<file path="config.mk">
export PLATFORM = sky130hd
export DESIGN_NAME = gpu_cmd_scheduler_flat
export DESIGN_NICKNAME = d
export VERILOG_FILES = /design/src/rtl/gpu_sched_pkg.sv /design/src/rtl/gpu_cmd_scheduler_if.sv /design/src/rtl/gpu_cmd_fifo.sv /design/src/rtl/gpu_cmd_scheduler.sv /design/src/flat_wrapper.sv
export SDC_FILE = /design/constraint.sdc
export NUM_CORES = 1
export LEC_CHECK = 0
export ABC_AREA = 0
export BUFFER_PORTS_ARGS = -buffer_cell sky130_fd_sc_hd__buf_2
export CORE_MARGIN = 5
export CORE_UTILIZATION = 50
export CTS_CLUSTER_DIAMETER = 50
export CTS_CLUSTER_SIZE = 24
export DETAILED_ROUTE_END_ITERATION = 10
export PLACE_DENSITY = 0.7
export REMOVE_ABC_BUFFERS = 1
export SYNTH_ARGS = -nofsm -noshare
export SYNTH_HDL_FRONTEND = slang
export SYNTH_SLANG_ARGS = --single-unit
</file>
<file path="constraint.sdc">
create_clock -name clk -period 7.21 [get_ports clk]
set_clock_uncertainty 0.2 [all_clocks]
set_input_delay 1.0815 -clock clk [delete_from_list [all_inputs] [get_ports clk]]
set_output_delay 1.0815 -clock clk [all_outputs]
set_load 0.1 [all_outputs]
</file>
<file path="src/rtl/gpu_sched_pkg.sv">
// ============================================================
// Package : gpu_sched_pkg
// Desc    : Shared state encoding and default sizing for the
//           GPU command scheduler slice.
// Rev     : 1.0  initial release
// ============================================================
`timescale 1ns/1ps
`default_nettype none

package gpu_sched_pkg;

  typedef enum logic [1:0] {
    IDLE      = 2'd0,
    WAIT_ACK  = 2'd1,
    WAIT_DONE = 2'd2
  } sched_state_e;

  localparam int DEF_CMD_W       = 128;
  localparam int DEF_DEPTH       = 4;
  localparam int DEF_ACK_TIMEOUT = 8;
  localparam int DEF_CNT_W       = 16;

  // Occupancy needs one extra bit so that a full FIFO reads as DEPTH.
  function automatic int level_width(input int depth);
    return $clog2(depth) + 1;
  endfunction

endpackage

`default_nettype wire

</file>
<file path="src/rtl/gpu_cmd_scheduler_if.sv">
// ============================================================
// Interface : gpu_cmd_scheduler_if
// Desc      : Host command push port (valid/ready handshake).
// Rev       : 1.0  initial release
// ============================================================
`timescale 1ns/1ps
`default_nettype none

interface gpu_cmd_scheduler_if
  import gpu_sched_pkg::*;
#(
  parameter int CMD_W = DEF_CMD_W
) ();

  logic             cmd_valid;
  logic [CMD_W-1:0] cmd_data;
  logic             cmd_ready;

  modport master (
    output cmd_valid,
    output cmd_data,
    input  cmd_ready
  );

  modport slave (
    input  cmd_valid,
    input  cmd_data,
    output cmd_ready
  );

endinterface

`default_nettype wire

</file>
<file path="src/rtl/gpu_cmd_fifo.sv">
// ============================================================
// Module : gpu_cmd_fifo
// Desc   : Synchronous command FIFO with flush, occupancy and
//          full/empty flags.
// Rev    : 1.0  initial release
// ============================================================
`timescale 1ns/1ps
`default_nettype none

module gpu_cmd_fifo
  import gpu_sched_pkg::*;
#(
  parameter int DEPTH = DEF_DEPTH,
  parameter int WIDTH = DEF_CMD_W
) (
  input  logic                         clk,
  input  logic                         rst,
  input  logic                         i_push,
  input  logic [WIDTH-1:0]             i_wr_data,
  input  logic                         i_pop,
  input  logic                         i_flush,
  output logic [WIDTH-1:0]             o_rd_data,
  output logic [level_width(DEPTH)-1:0] o_level,
  output logic                         o_full,
  output logic                         o_empty
);

  localparam int AW = $clog2(DEPTH);
  localparam int LW = level_width(DEPTH);

  logic [WIDTH-1:0] r_mem [DEPTH];
  logic [LW-1:0]    r_wr_ptr;
  logic [LW-1:0]    r_rd_ptr;
  logic [LW-1:0]    w_level;
  logic             w_do_push;
  logic             w_do_pop;

  // Pointers carry one wrap bit so full and empty stay distinguishable.
  assign w_level   = r_wr_ptr - r_rd_ptr;
  assign o_level   = w_level;
  assign o_full    = (w_level == LW'(DEPTH));
  assign o_empty   = (r_wr_ptr == r_rd_ptr);
  assign o_rd_data = r_mem[r_rd_ptr[AW-1:0]];

  assign w_do_push = i_push && !o_full && !i_flush;
  assign w_do_pop  = i_pop && !o_empty;

  always_ff @(posedge clk) begin
    if (w_do_push) begin
      r_mem[r_wr_ptr[AW-1:0]] <= i_wr_data;
    end
  end

  // Flush drops everything left, including any entry popped this edge.
  always_ff @(posedge clk or posedge rst) begin
    if (rst) begin
      r_wr_ptr <= '0;
      r_rd_ptr <= '0;
    end else if (i_flush) begin
      r_rd_ptr <= r_wr_ptr;
    end else begin
      if (w_do_push) begin
        r_wr_ptr <= r_wr_ptr + LW'(1);
      end
      if (w_do_pop) begin
        r_rd_ptr <= r_rd_ptr + LW'(1);
      end
    end
  end

endmodule

`default_nettype wire

</file>
<file path="src/rtl/gpu_cmd_scheduler.sv">
// ============================================================
// Module : gpu_cmd_scheduler
// Desc   : Queues host draw commands and releases them to the
//          decoder one at a time, gated on GPU busy/idle.
// Rev    : 1.0  initial release
// ============================================================
`timescale 1ns/1ps
`default_nettype none

module gpu_cmd_scheduler
  import gpu_sched_pkg::*;
#(
  parameter int DEPTH       = DEF_DEPTH,
  parameter int CMD_W       = DEF_CMD_W,
  parameter int ACK_TIMEOUT = DEF_ACK_TIMEOUT,
  parameter int CNT_W       = DEF_CNT_W
) (
  input  logic                          clk,
  input  logic                          rst,
  gpu_cmd_scheduler_if.slave            host,
  input  logic                          i_flush,
  output logic                          o_disp_valid,
  output logic [CMD_W-1:0]              o_disp_data,
  input  logic                          i_gpu_busy,
  input  logic                          i_gpu_done,
  output logic [level_width(DEPTH)-1:0] o_fifo_level,
  output logic                          o_sched_idle,
  output logic                          o_timeout_err,
  output logic [CNT_W-1:0]              o_issued_cnt
);

  localparam int LW = level_width(DEPTH);
  localparam int TW = (ACK_TIMEOUT > 1) ? $clog2(ACK_TIMEOUT) : 1;

  localparam logic [1:0] S_IDLE      = 2'(IDLE);
  localparam logic [1:0] S_WAIT_ACK  = 2'(WAIT_ACK);
  localparam logic [1:0] S_WAIT_DONE = 2'(WAIT_DONE);

  logic [1:0]       r_state;
  logic [TW-1:0]    r_timer;
  logic             r_disp_valid;
  logic [CMD_W-1:0] r_disp_data;
  logic             r_timeout_err;
  logic [CNT_W-1:0] r_issued_cnt;

  logic             w_full;
  logic             w_empty;
  logic [CMD_W-1:0] w_head;
  logic [LW-1:0]    w_level;
  logic             w_cmd_ready;
  logic             w_push;
  logic             w_dispatch;
  logic             w_render_end;
  logic             w_unused_done;

  assign w_cmd_ready    = !w_full && !i_flush;
  assign w_push         = host.cmd_valid && w_cmd_ready;
  assign host.cmd_ready = w_cmd_ready;

  // A flush on the dispatch edge does not block it; the FIFO clears the rest.
  assign w_dispatch = (r_state == S_IDLE) && !w_empty && !i_gpu_busy;

  // Busy falling is authoritative; the done pulse adds no extra condition.
  assign w_render_end  = !i_gpu_busy;
  assign w_unused_done = i_gpu_done;

  gpu_cmd_fifo #(
    .DEPTH (DEPTH),
    .WIDTH (CMD_W)
  ) u_fifo (
    .clk       (clk),
    .rst       (rst),
    .i_push    (w_push),
    .i_wr_data (host.cmd_data),
    .i_pop     (w_dispatch),
    .i_flush   (i_flush),
    .o_rd_data (w_head),
    .o_level   (w_level),
    .o_full    (w_full),
    .o_empty   (w_empty)
  );

  always_ff @(posedge clk or posedge rst) begin
    if (rst) begin
      r_state       <= S_IDLE;
      r_timer       <= '0;
      r_disp_valid  <= 1'b0;
      r_disp_data   <= '0;
      r_timeout_err <= 1'b0;
      r_issued_cnt  <= '0;
    end else begin
      r_disp_valid  <= 1'b0;
      r_timeout_err <= 1'b0;
      case (r_state)
        S_IDLE: begin
          if (w_dispatch) begin
            r_disp_valid <= 1'b1;
            r_disp_data  <= w_head;
            r_issued_cnt <= r_issued_cnt + CNT_W'(1);
            r_timer      <= '0;
            r_state      <= S_WAIT_ACK;
          end
        end
        S_WAIT_ACK: begin
          if (i_gpu_busy) begin
            r_state <= S_WAIT_DONE;
          end else if (r_timer == TW'(ACK_TIMEOUT - 1)) begin
            r_timeout_err <= 1'b1;
            r_state       <= S_IDLE;
          end else begin
            r_timer <= r_timer + TW'(1);
          end
        end
        S_WAIT_DONE: begin
          if (w_render_end) begin
            r_state <= S_IDLE;
          end
        end
        default: begin
          r_state <= S_IDLE;
        end
      endcase
    end
  end

  assign o_disp_valid  = r_disp_valid;
  assign o_disp_data   = r_disp_data;
  assign o_timeout_err = r_timeout_err;
  assign o_issued_cnt  = r_issued_cnt;
  assign o_fifo_level  = w_level;
  assign o_sched_idle  = (r_state == S_IDLE) && w_empty && !r_disp_valid;

endmodule

`default_nettype wire
</file>
<file path="src/flat_wrapper.sv">
// flat-port wrapper written by rule: the top's interface ports become plain ports
module gpu_cmd_scheduler_flat import gpu_sched_pkg::*;
#(
  parameter int DEPTH       = DEF_DEPTH,
  parameter int CMD_W       = DEF_CMD_W,
  parameter int ACK_TIMEOUT = DEF_ACK_TIMEOUT,
  parameter int CNT_W       = DEF_CNT_W
)
  (clk, rst, i_flush, o_disp_valid, o_disp_data, i_gpu_busy, i_gpu_done, o_fifo_level, o_sched_idle, o_timeout_err, o_issued_cnt, host_cmd_valid, host_cmd_data, host_cmd_ready);
  gpu_cmd_scheduler_if #(.CMD_W(CMD_W)) host_i ();
  input  logic clk;
  input  logic rst;
  input  logic i_flush;
  output logic o_disp_valid;
  output logic [CMD_W-1:0] o_disp_data;
  input  logic i_gpu_busy;
  input  logic i_gpu_done;
  output logic [level_width(DEPTH)-1:0] o_fifo_level;
  output logic o_sched_idle;
  output logic o_timeout_err;
  output logic [CNT_W-1:0] o_issued_cnt;
  input wire logic [$bits(host_i.cmd_valid)-1:0] host_cmd_valid;
  input wire logic [$bits(host_i.cmd_data)-1:0] host_cmd_data;
  output wire logic [$bits(host_i.cmd_ready)-1:0] host_cmd_ready;
  assign host_i.cmd_valid = host_cmd_valid;
  assign host_i.cmd_data = host_cmd_data;
  assign host_cmd_ready = host_i.cmd_ready;
  gpu_cmd_scheduler #(.DEPTH(DEPTH), .CMD_W(CMD_W), .ACK_TIMEOUT(ACK_TIMEOUT), .CNT_W(CNT_W)) u_core (.clk(clk), .rst(rst), .host(host_i), .i_flush(i_flush), .o_disp_valid(o_disp_valid), .o_disp_data(o_disp_data), .i_gpu_busy(i_gpu_busy), .i_gpu_done(i_gpu_done), .o_fifo_level(o_fifo_level), .o_sched_idle(o_sched_idle), .o_timeout_err(o_timeout_err), .o_issued_cnt(o_issued_cnt));
endmodule
</file>
Word-level counts from Yosys, hierarchy flattened
Memories as Yosys holds them, arrays and structs flattened. A register that Yosys moved wholly into a read port is not among the register bits.
Cells that the tools add are included.
Storage, ports and cells
  register bits after elaboration: 29
  word-level logic and storage cells: 63
  memories kept: 1
  RAM bits: 512
Cells by class
  add/subtract/negate cells: 5
  muxes and demuxes: 18
  equality and inequality tests: 10
  reductions and logical operators: 21
  bitwise operators: 1
Memory list
  u_core.u_fifo.r_mem: depth 4, bits a word 128, read ports 1, clocked after Yosys merged registers in 1, write ports 1, RTL line gpu_cmd_fifo.sv:31  | logic [WIDTH-1:0] r_mem [DEPTH];
Operator list (count)
  adder 16 x 1 -> 16 bit, second input constant: 1
  two-way mux 3 bit: 5
  adder 3 x 1 -> 3 bit, second input constant: 3
  logical AND 1 bit: 9
  two-way mux 2 bit: 4
  != test 2 bit, second input constant: 4
  two-way mux 1 bit: 7
  equality test 3 bit, second input constant: 2
  one-hot mux 2 bit (3 select lines): 1
  one-hot mux 3 bit (2 select lines): 1
  logical NOT 1 bit: 5
  AND reduction 2 bit: 2
  AND reduction 4 bit: 1
  nonzero test 2 bit: 2
  equality test 3 bit: 1
  != test 3 x 2 -> 1 bit, second input constant: 1
  AND reduction 3 bit: 1
  subtractor 3 bit: 1
  equality test 2 x 1 -> 1 bit, second input constant: 1
  equality test 2 bit, second input constant: 1
  logical NOT 2 bit: 1
  inverter 1 bit: 1

Longest topological paths before layout
Gate-level depths: netlist (run 1).
  word-level depth: 9
  mapped depth: 11

By module
Synthesis (run 1) repeated with hierarchy kept, for this count alone.
Second synthesis, totals
  cells, all modules: 1356
  area, all modules: 24766.3 µm²
Modules (own cells, without submodules)
  gpu_cmd_fifo: cells an instance 728, instances 1, area each 18977.0 µm²
  gpu_cmd_scheduler: cells an instance 628, instances 1, area each 5789.3 µm²

Least setup slack after synthesis (run 1)
OpenSTA, ideal clock, no wires.
  path type: flip-flop to flip-flop
  from: register u_core.u_fifo.r_wr_ptr[0]
  to: memory u_core.u_fifo.r_mem[3][0] in the netlist's numbering (enable)
  cell stages (with the launch flop): 7
  library setup time: 505 ps
  clock period less this slack: 7583 ps
  path slack: -373 ps
  arrival time: 6878 ps
  path buffers: 0
  required time: 6505 ps
  path through: dfrtp_1 > inv_1 > ha_1 > fa_1 > xor3_1 > a31oi_1 > and3_1
On the way
  longest elaborated chain between the ends: 9
Ends and longest elaborated chain
  from (decl): RTL line gpu_cmd_fifo.sv:32  | logic [LW-1:0] r_wr_ptr;
  from (signal assigned): RTL line gpu_cmd_fifo.sv:63  | r_wr_ptr <= r_wr_ptr + LW'(1);
  subtractor 3 bit: RTL line gpu_cmd_fifo.sv:39  | assign w_level = r_wr_ptr - r_rd_ptr;
  via o_fifo_level[2]: RTL line flat_wrapper.sv:18  | output logic [level_width(DEPTH)-1:0] o_fifo_level;
  equality test 3 bit: RTL line gpu_cmd_fifo.sv:41  | assign o_full = (w_level == LW'(DEPTH));
  logical NOT 1 bit: RTL line gpu_cmd_scheduler.sv:56  | assign w_cmd_ready = !w_full && !i_flush;
  logical AND 1 bit: RTL line gpu_cmd_scheduler.sv:56
  via host_cmd_ready: RTL line flat_wrapper.sv:24  | output wire logic [$bits(host_i.cmd_ready)-1:0] host_cmd_ready;
  logical AND 1 bit: RTL line gpu_cmd_scheduler.sv:57  | assign w_push = host.cmd_valid && w_cmd_ready;
  logical AND 1 bit (2 in series): RTL line gpu_cmd_fifo.sv:45  | assign w_do_push = i_push && !o_full && !i_flush;
  two-way mux 1 bit: RTL line gpu_cmd_fifo.sv:49  | if (w_do_push) begin
  two-way mux 1 bit (implied by the code): RTL line gpu_cmd_fifo.sv:50  | r_mem[r_wr_ptr[AW-1:0]] <= i_wr_data;
  to (decl): RTL line gpu_cmd_fifo.sv:31
The timed path passes the listed nets, and every way through them passes these cells.

Worst setup path after layout (run 1)
  from: register u_core.u_fifo.r_rd_ptr[1]
  to: output host_cmd_ready
On the way
  longest elaborated chain between the ends: 4
Ends and longest elaborated chain
  from (decl): RTL line gpu_cmd_fifo.sv:33  | logic [LW-1:0] r_rd_ptr;
  from (signal assigned): RTL line gpu_cmd_fifo.sv:60  | r_rd_ptr <= r_wr_ptr;
  from (signal assigned): RTL line gpu_cmd_fifo.sv:66  | r_rd_ptr <= r_rd_ptr + LW'(1);
  subtractor 3 bit: RTL line gpu_cmd_fifo.sv:39
  equality test 3 bit: RTL line gpu_cmd_fifo.sv:41
  logical NOT 1 bit: RTL line gpu_cmd_scheduler.sv:56
  logical AND 1 bit: RTL line gpu_cmd_scheduler.sv:56
  to (decl): RTL line flat_wrapper.sv:24
Every way passes these cells.

==> run_results.csv, run 1 <==
group,metric,value,unit
global_routing,number_of_antenna_violations_at_the_first_check_in_global_routing,13,
floorplanning,fp.dieW,232.1,microns
clocking,cts_hold_buffers,0,
floorplanning,floorplan.io_pins,285,
clocking,cts_setup_buffers,0,
final_layout,mostFrequentLayoutCell,"edfxtp_1",
synthesis,ys_seq_elements,669,
floorplanning,starting_density_of_the_core,50.50,%
synthesis,synth.distinct_cells,40,
setup_path,end_kind,"output pin",
final_layout,num-nets-final,1792,
timing,report.final.hold_viol_count,0,
placement,gp_congestion,0.7780,
synthesis,synthesis.area_per_instance,18.29,sq um
clocking,h-tree-depth,2,
clocking,max-clock-path-buffers,3,
clocking,clock-sinks,669,
timing,fin_crit_sh,64.63,%
placement,io_buffer_count,283,
detailed_routing,drc_errors,0,
timing,number_of_endpoints_failing_setup_at_the_final_stage,0,
timing,setup_repair_after_global_routing_missed_its_margin,"false",
timing,worst_hold_slack,269.9,ps
clocking,clkSlewWorstSetupHoldPaths,70,ps
clocking,tritoncts,"built",
timing,final.min_clock_period,4660,ps
setup_path,timing.setup.critical_path_class,"reg -> out",
clocking,cts.repair.resized,0,
detailed_routing,vias_per_cell,5.347,
detailed_routing,detailroute.via_count,12630,
setup_path,cp.arrival,3380,ps
synthesis,synth_edf_count,512,
placement,place.detailed.instances,2254,
detailed_routing,routed_wirelength,50860,microns
floorplanning,placeableCoreArea,48850,sq um
timing,max_frequency,0.2146,GHz
placement,detailed_place_hpwl,28610,microns
clocking,worstSkewPairLatency,610,ps
global_routing,gr-usage-all-layers,19.14,%
floorplanning,rows,81,
job,drv_cap,0,
floorplanning,die_h,232.1,microns
synthesis,seq_area_frac_synth,78.25,%
clocking,cts_root_buffer,"clkbuf_16",
status,status,"finished, final reports clean",
synthesis,synthesis.yosys.warnings,0,
detailed_routing,wl_per_cell,21.52,microns
final_layout,areaGrowthSynthToFinish,17.04,%
setup_path,timing.critical_path.required,5930,ps
synthesis,summed_instance_area_of_the_synthesized_netlist,24670,sq um
detailed_routing,dr.pass1.iters,4,
hold_path,holdCritPathClass,"reg -> reg",
timing,worst_pin_slew,1002,ps
synthesis,synth-async-reset-ratio,23.47,%
final_layout,most-common-layout-cells,"edfxtp_1 (512), nand2_1 (401), buf_2 (283), dfrtp_1 (155), mux4_2 (128)",
synthesis,synth_flop_cell,"edfxtp_1",
global_routing,grt-ovfl-total,0,
setup_path,worst_setup_path_start_kind,"flip-flop",
final_layout,final_layout_size_suffix_gt1_share,32.17,%
global_routing,number_of_global_route_vias_before_repair,13430,
detailed_routing,drtAntennaViolNets,0,
synthesis,syn-instance-count,1349,
final_layout,non_filler_cells_final,2363,
setup_path,cp_max_fo,54,
clocking,total_cts_buffers,55,
timing,worst_slew_margin_rel,33.21,%
final_layout,final_core_utilization,59.11,%
detailed_routing,count_of_routing_violations_after_the_opening_detailed_route_iteration,867,
global_routing,grt_pass1_wl,79020,microns
global_routing,grt_start_max_net_pins,135,
timing,maxSlewViolCount,0,
floorplanning,fp.dieArea,53880,sq um
Yosys cell counts, drive strengths merged, types with 2 or more instances:
library cell  number  area, sq um
and2               2        12.51
nand2            401         1505
nor3               3        15.01
and3               5        32.53
nand3              4        20.02
buf               28        142.6
dfrtp            157         3929
mux4             128         2883
o21ai              6        30.02
clkbuf            31        116.4
nand4              7        43.79
xnor2             14        122.6
ha                10        125.1
nor2               5        18.77
nor4b              2        32.53
xor2               8        70.07
inv               10        37.53
nor4               2        12.51
edfxtp           512        15370
sequential cells by signal (all words and copies together) (netlist names):
signal	cells
u_core.u_fifo.r_wr_ptr	3
u_core.o_disp_valid	1
u_core.r_state	2
u_core.u_fifo.r_rd_ptr	3
u_core.o_issued_cnt	16
u_core.o_timeout_err	1
u_core.u_fifo.r_mem	512
u_core.o_disp_data	128
u_core.r_timer	3
worst max-delay path, stage by stage (launching register included):
cell and delay [ps]:
dfrtp_4 1000, fa_1 300, xor3_1 450, a31oi_1 470, buf_2 540
per-layer routing:
metal	track usage, %	vias to the layer above	part of all wire [%]
li1	-	5654	-
met1	25.57	6554	41
met2	31.95	314	50
met3	4.842	96	6.3
met4	5.059	16	2.1
met5	0	-	0.18
metrics by stage:
step                area (sq um)   TNS, ps  setup WS [ps]
floorplan                  24410  -3391820          -6245
global placement           26890         0           3127
detailed placement         26890         0           3100
CTS                        28860         0           2481
global route               28870         0           2373
finish                     28870         0           2550
cell families (layout without fill, tap and decap cells):
kind of cell    Yosys count  in the layout  synth area share, %
mux                     129            129                11.73
simple gates            434            434                6.969
xor+xnor                 23             23               0.8775
other cells               0              5                    0
buf+inv                  69            414                1.202
compound gates           14             14               0.3804
flops                   669            669                78.25
fa+ha+maj                11             11               0.5884
area by class of cell:
| cell class | instances | area (sq um) |
|---|---|---|
| tap | 664 | 830.8 |
| clock buffer | 57 | 1405 |
| sequential | 669 | 19310 |
| fill | 3740 | 19980 |
| antenna | 5 | 12.51 |
| inverter | 10 | 45.04 |
| multi-input combinational | 611 | 5100 |
| clock inverter | 47 | 561.8 |
| timing repair buffer | 300 | 1607 |
worst paths after layout:
| kind | slack (ps) | start | end | cells after the start |
|---|---|---|---|---|
| setup / recovery | 2550 | u_core.u_fifo.r_rd_ptr[1]$_DFFE_PP0P_ | host_cmd_ready | 4 |
| hold / removal | 270 | u_core.o_disp_data[75]$_DFFE_PP0P_ | u_core.o_disp_data[75]$_DFFE_PP0P_ | 2 |
| setup reg to reg | 3170 | u_core.u_fifo.r_rd_ptr[1]$_DFFE_PP0P_ | u_core.u_fifo.r_mem[1][105]$_DFFE_PP_ | 5 |
| hold reg to reg | 270 | u_core.o_disp_data[75]$_DFFE_PP0P_ | u_core.o_disp_data[75]$_DFFE_PP0P_ | 2 |
| max in group asynchronous | 5110 | rst | u_core.u_fifo.r_rd_ptr[0]$_DFFE_PP0P_ | 3 |
| min in group asynchronous | 290 | rst | u_core.o_disp_data[27]$_DFFE_PP0P_ | 2 |
Power of run 1 is not shown: default switching activity piles up to over one toggle a cycle in this logic, so the estimate is an artifact.
==> inputs of run 2 (changes only) <==
==> constraint.sdc (replaced) <==
create_clock -name clk -period 4.55 [get_ports clk]
set_clock_uncertainty 0.2 [all_clocks]
set_input_delay 0.6825 -clock clk [delete_from_list [all_inputs] [get_ports clk]]
set_output_delay 0.6825 -clock clk [all_outputs]
set_load 0.1 [all_outputs]
==> run_results.csv, run 2 (synthesis gave the netlist of run 1 again) <==
group,metric,value,unit
final_layout,non_filler_cells_final,2366,
global_routing,number_of_global_route_vias_before_repair,13620,
detailed_routing,detailroute.via_count,12650,
global_routing,grt-ovfl-total,0,
timing,fin_crit_sh,91.20,%
timing,worst_hold_slack,-2.739,ps
job,drv_cap,0,
clocking,clkSlewWorstSetupHoldPaths,80,ps
status,status,"complete, but fails checks",
final_layout,most-common-layout-cells,"edfxtp_1 (512), nand2_1 (401), buf_2 (283), dfrtp_1 (155), mux4_2 (128)",
detailed_routing,dr.pass1.iters,5,
timing,maxSlewViolCount,0,
global_routing,number_of_antenna_violations_at_the_first_check_in_global_routing,12,
setup_path,end_kind,"output pin",
clocking,clock-sinks,669,
floorplanning,fp.dieArea,53880,sq um
timing,setup_tns,0,ps
timing,worst_pin_slew,1019,ps
setup_path,cp_max_fo,6,
setup_path,critical_path.reg2reg.endpoint,"u_core.u_fifo.r_mem[2][14]$_DFFE_PP_",
clocking,cts.repair.resized,0,
detailed_routing,count_of_routing_violations_after_the_opening_detailed_route_iteration,877,
global_routing,gr-usage-all-layers,19.27,%
status,violations_in_the_final_reports,"hold timing",
global_routing,grt_pass1_wl,79480,microns
final_layout,num-nets-final,1795,
clocking,cts_hold_buffers,0,
clocking,cts_root_buffer,"clkbuf_16",
global_routing,grt_start_max_net_pins,135,
clocking,worstSkewPairLatency,610,ps
floorplanning,floorplan.io_pins,285,
detailed_routing,drc_errors,0,
final_layout,largest_register_ff_count,512,
timing,report.final.hold_viol_count,1,
final_layout,nFillCells,3666,
timing,setup_repair_after_global_routing_missed_its_margin,"false",
setup_path,timing.critical_path.required,3670,ps
floorplanning,die_h,232.1,microns
setup_path,worst_setup_path_start_kind,"flip-flop",
detailed_routing,wl_per_cell,21.71,microns
detailed_routing,drtAntennaViolNets,0,
clocking,total_cts_buffers,56,
placement,detailed_place_hpwl,28820,microns
timing,worst_slew_margin_rel,32.05,%
setup_path,cp.arrival,3270,ps
clocking,h-tree-depth,2,
setup_path,reg2reg_slack,990,ps
timing,final.min_clock_period,4150,ps
hold_path,holdCritPathClass,"in -> async",
final_layout,final_cell_area,29000,sq um
detailed_routing,vias_per_cell,5.346,
clocking,cts_setup_buffers,0,
timing,finalWorstSetupSlack,400.2,ps
setup_path,timing.setup.critical_path_class,"reg -> out",
placement,detailed_place.area,26980,sq um
timing,max_frequency,0.2410,GHz
final_layout,mostFrequentLayoutCell,"edfxtp_1",
placement,place.detailed.instances,2256,
final_layout,final_layout_size_suffix_gt1_share,32.29,%
timing,number_of_endpoints_failing_setup_at_the_final_stage,0,
floorplanning,rows,81,
placement,io_buffer_count,283,
detailed_routing,routed_wirelength,51360,microns
placement,post_placement_worst_setup_slack,1069,ps
floorplanning,starting_density_of_the_core,50.50,%
final_layout,areaGrowthSynthToFinish,17.55,%
placement,gp_congestion,0.7644,
setup_path,reg2reg_depth,7,
clocking,max-clock-path-buffers,3,
setup_path,source_of_the_worst_register_to_register_timing_path,"u_core.u_fifo.r_wr_ptr[0]$_DFFE_PP0P_",
clocking,tritoncts,"built",
floorplanning,fp.dieW,232.1,microns
floorplanning,placeableCoreArea,48850,sq um
## run 2: worst max path at each step
stage	start	endpoint	slack [ps]
finish	u_core.u_fifo.r_wr_ptr[0]$_DFFE_PP0P_	host_cmd_ready	400
global route	u_core.u_fifo.r_wr_ptr[0]$_DFFE_PP0P_	host_cmd_ready	290
detailed placement	u_core.u_fifo.r_wr_ptr[0]$_DFFE_PP0P_	u_core.u_fifo.r_mem[2][82]$_DFFE_PP_	1070
floorplan	u_core.u_fifo.r_rd_ptr[0]$_DFFE_PP0P_	u_core.r_state[0]$_DFFE_PP0P_	-8910
CTS	u_core.u_fifo.r_wr_ptr[0]$_DFFE_PP0P_	host_cmd_ready	400
global placement	u_core.u_fifo.r_wr_ptr[0]$_DFFE_PP0P_	u_core.u_fifo.r_mem[2][82]$_DFFE_PP_	1130
## run 2: per-stage QoR
| stage | hold slack (ps) | utilization, % |
|---|---|---|
| final | -2.739 | 59.36 |
| after CTS | 7.129 | 59.34 |
| after detailed placement | 257.4 | 55.24 |
| after global routing | 41.42 | 59.34 |
| after global placement | 251.9 | 55.24 |
| after floorplan | 307.3 | - |
## run 2: cell type report
type	count	area (sq um)	area share, %
Timing Repair Buffer	302	1697	5.851
Clock buffer	60	1446	4.988
Sequential cell	669	19310	66.59
Inverter	10	45.04	0.1553
Tap cell	664	830.8	2.865
Clock inverter	45	555.5	1.916
Antenna cell	5	12.51	0.04315
Multi-Input combinational cell	611	5100	17.59
## run 2: per-layer routing
layer,GRT usage (%),share of wire (%),vias to the layer above
met5,0,0.20,-
met4,5.004,2.1,16
met3,4.916,6.6,90
met2,32.43,51,333
met1,25.50,40,6540
li1,-,-,5670
## run 2: critical path, cell delays in order (launching register included)
cell,delay [ps]
dfrtp_1,440
inv_1,120
ha_1,230
fa_1,380
xor3_1,390
a31oi_1,530
buf_2,560
Power of run 2 is left out for the same reason.
==> inputs of run 3 (changes only) <==
--- a/config.mk
+++ b/config.mk
@@ -9,6 +9,7 @@
 export BUFFER_PORTS_ARGS = -buffer_cell sky130_fd_sc_hd__buf_2
 export CORE_MARGIN = 5
 export CORE_UTILIZATION = 50
+export CTS_BUF_LIST = sky130_fd_sc_hd__clkbuf_8
 export CTS_CLUSTER_DIAMETER = 50
 export CTS_CLUSTER_SIZE = 24
 export DETAILED_ROUTE_END_ITERATION = 10
==> run_results.csv, run 3 (synthesis gave the netlist of run 1 again) <==
group,metric,value,unit
final_layout,most-common-layout-cells,"edfxtp_1 (512), nand2_1 (401), buf_2 (283), dfrtp_1 (155), dlygate4sd3_1 (129)",
final_layout,nFillCells,3604,
detailed_routing,drc_errors,0,
floorplanning,die_h,232.1,microns
placement,gp_congestion,0.7644,
floorplanning,fp.dieArea,53880,sq um
clocking,h-tree-depth,2,
setup_path,cp-startpoint,"u_core.u_fifo.r_wr_ptr[0]$_DFFE_PP0P_",
timing,worst_slew_margin_rel,31.47,%
placement,detailed_place_hpwl,28820,microns
status,status,"finished, final reports clean",
setup_path,worst_setup_path_start_kind,"flip-flop",
hold_path,worstHoldStart,"i_flush",
final_layout,mostFrequentLayoutCell,"edfxtp_1",
floorplanning,placeableCoreArea,48850,sq um
final_layout,num-nets-final,1924,
timing,maxSlewViolCount,0,
setup_path,cp.arrival,3310,ps
detailed_routing,routed_wirelength,52300,microns
final_layout,final_layout_size_suffix_gt1_share,30.01,%
detailed_routing,detailroute.via_count,13170,
placement,io_buffer_count,283,
clocking,cts_setup_buffers,0,
setup_path,timing.critical_path.required,3670,ps
detailed_routing,vias_per_cell,5.274,
global_routing,number_of_antenna_violations_at_the_first_check_in_global_routing,8,
placement,place.detailed.instances,2256,
detailed_routing,dr.pass1.iters,5,
clocking,total_cts_buffers,56,
setup_path,timing.setup.critical_path_class,"reg -> out",
final_layout,areaGrowthSynthToFinish,20.21,%
hold_path,holdCritPathClass,"in -> reg",
timing,fin_crit_sh,92.23,%
timing,number_of_endpoints_failing_setup_at_the_final_stage,0,
final_layout,final_cell_area,29650,sq um
timing,max_frequency,0.2383,GHz
final_layout,non_filler_cells_final,2497,
job,drv_cap,0,
setup_path,end_kind,"output pin",
hold_path,holdPathStages,2,
global_routing,grt-ovfl-total,0,
timing,report.final.hold_viol_count,0,
clocking,cts_root_buffer,"clkbuf_8",
clocking,tritoncts,"built",
clocking,worstSkewPairLatency,670,ps
clocking,clkSlewWorstSetupHoldPaths,110,ps
timing,setup_repair_after_global_routing_missed_its_margin,"false",
setup_path,cp_max_fo,6,
floorplanning,starting_density_of_the_core,50.50,%
floorplanning,fp.dieW,232.1,microns
floorplanning,rows,81,
timing,final.min_clock_period,4197,ps
timing,worst_pin_slew,1028,ps
detailed_routing,drtAntennaViolNets,0,
placement,detailed_place.area,26980,sq um
clocking,max-clock-path-buffers,3,
detailed_routing,count_of_routing_violations_after_the_opening_detailed_route_iteration,922,
global_routing,number_of_global_route_vias_before_repair,14220,
setup_path,source_of_the_worst_register_to_register_timing_path,"u_core.u_fifo.r_wr_ptr[0]$_DFFE_PP0P_",
global_routing,grt_start_max_net_pins,135,
detailed_routing,wl_per_cell,20.94,microns
clocking,clock-sinks,669,
setup_path,reg2reg_depth,7,
final_layout,largest_register_ff_count,512,
timing,worst_hold_slack,94.70,ps
global_routing,grt_pass1_wl,81650,microns
global_routing,gr-usage-all-layers,19.61,%
final_layout,final_core_utilization,60.71,%
floorplanning,floorplan.io_pins,285,
## run 3: metal layers
metal	GRT usage [%]	share of wire, %	up-vias
met2	33.26	51	363
met3	4.365	6.4	77
met1	26.17	41	6807
met4	5.096	2.1	8
li1	-	-	5913
met5	0	0.092	-
## run 3: worst paths after layout
check	endpoint	slack [ps]
max in group asynchronous	u_core.o_disp_data[58]$_DFFE_PP0P_	2650
worst max-delay path	host_cmd_ready	350
worst max register to register	u_core.u_fifo.r_mem[2][123]$_DFFE_PP_	1040
min in group asynchronous	u_core.o_disp_data[42]$_DFFE_PP0P_	480
worst min-delay path	u_core.u_fifo.r_rd_ptr[0]$_DFFE_PP0P_	90
worst min register to register	u_core.o_disp_data[29]$_DFFE_PP0P_	280
## run 3: what timing repair did
action,CTS,global route
hold endpoints to repair,578,0
hold buffers,129,0
resized for setup,0,0
## run 3: metrics by stage
step	TNS (ps)	setup WS, ps
final	0	353.3
after global routing	0	188.2
after CTS	0	303.1
after detailed placement	0	1069
after global placement	0	1134
after floorplan	-5261880	-8905
## run 3: final cells by class
cell class	count	area (sq um)	area share, %
antenna	7	17.52	0.05907
clock buffer	59	812.0	2.738
clock inverter	46	550.5	1.856
inverter	10	45.04	0.1519
multi-input combinational	611	5100	17.20
sequential	669	19310	65.12
tap	664	830.8	2.802
timing repair buffer	431	2988	10.08
## run 3: critical path, stage by stage (launching register included)
cell and delay, ps:
dfrtp_1 450, inv_1 120, ha_1 230, fa_1 380, xor3_1 390, a31oi_1 530
buf_2 560
Power of run 3 is left out for the same reason.
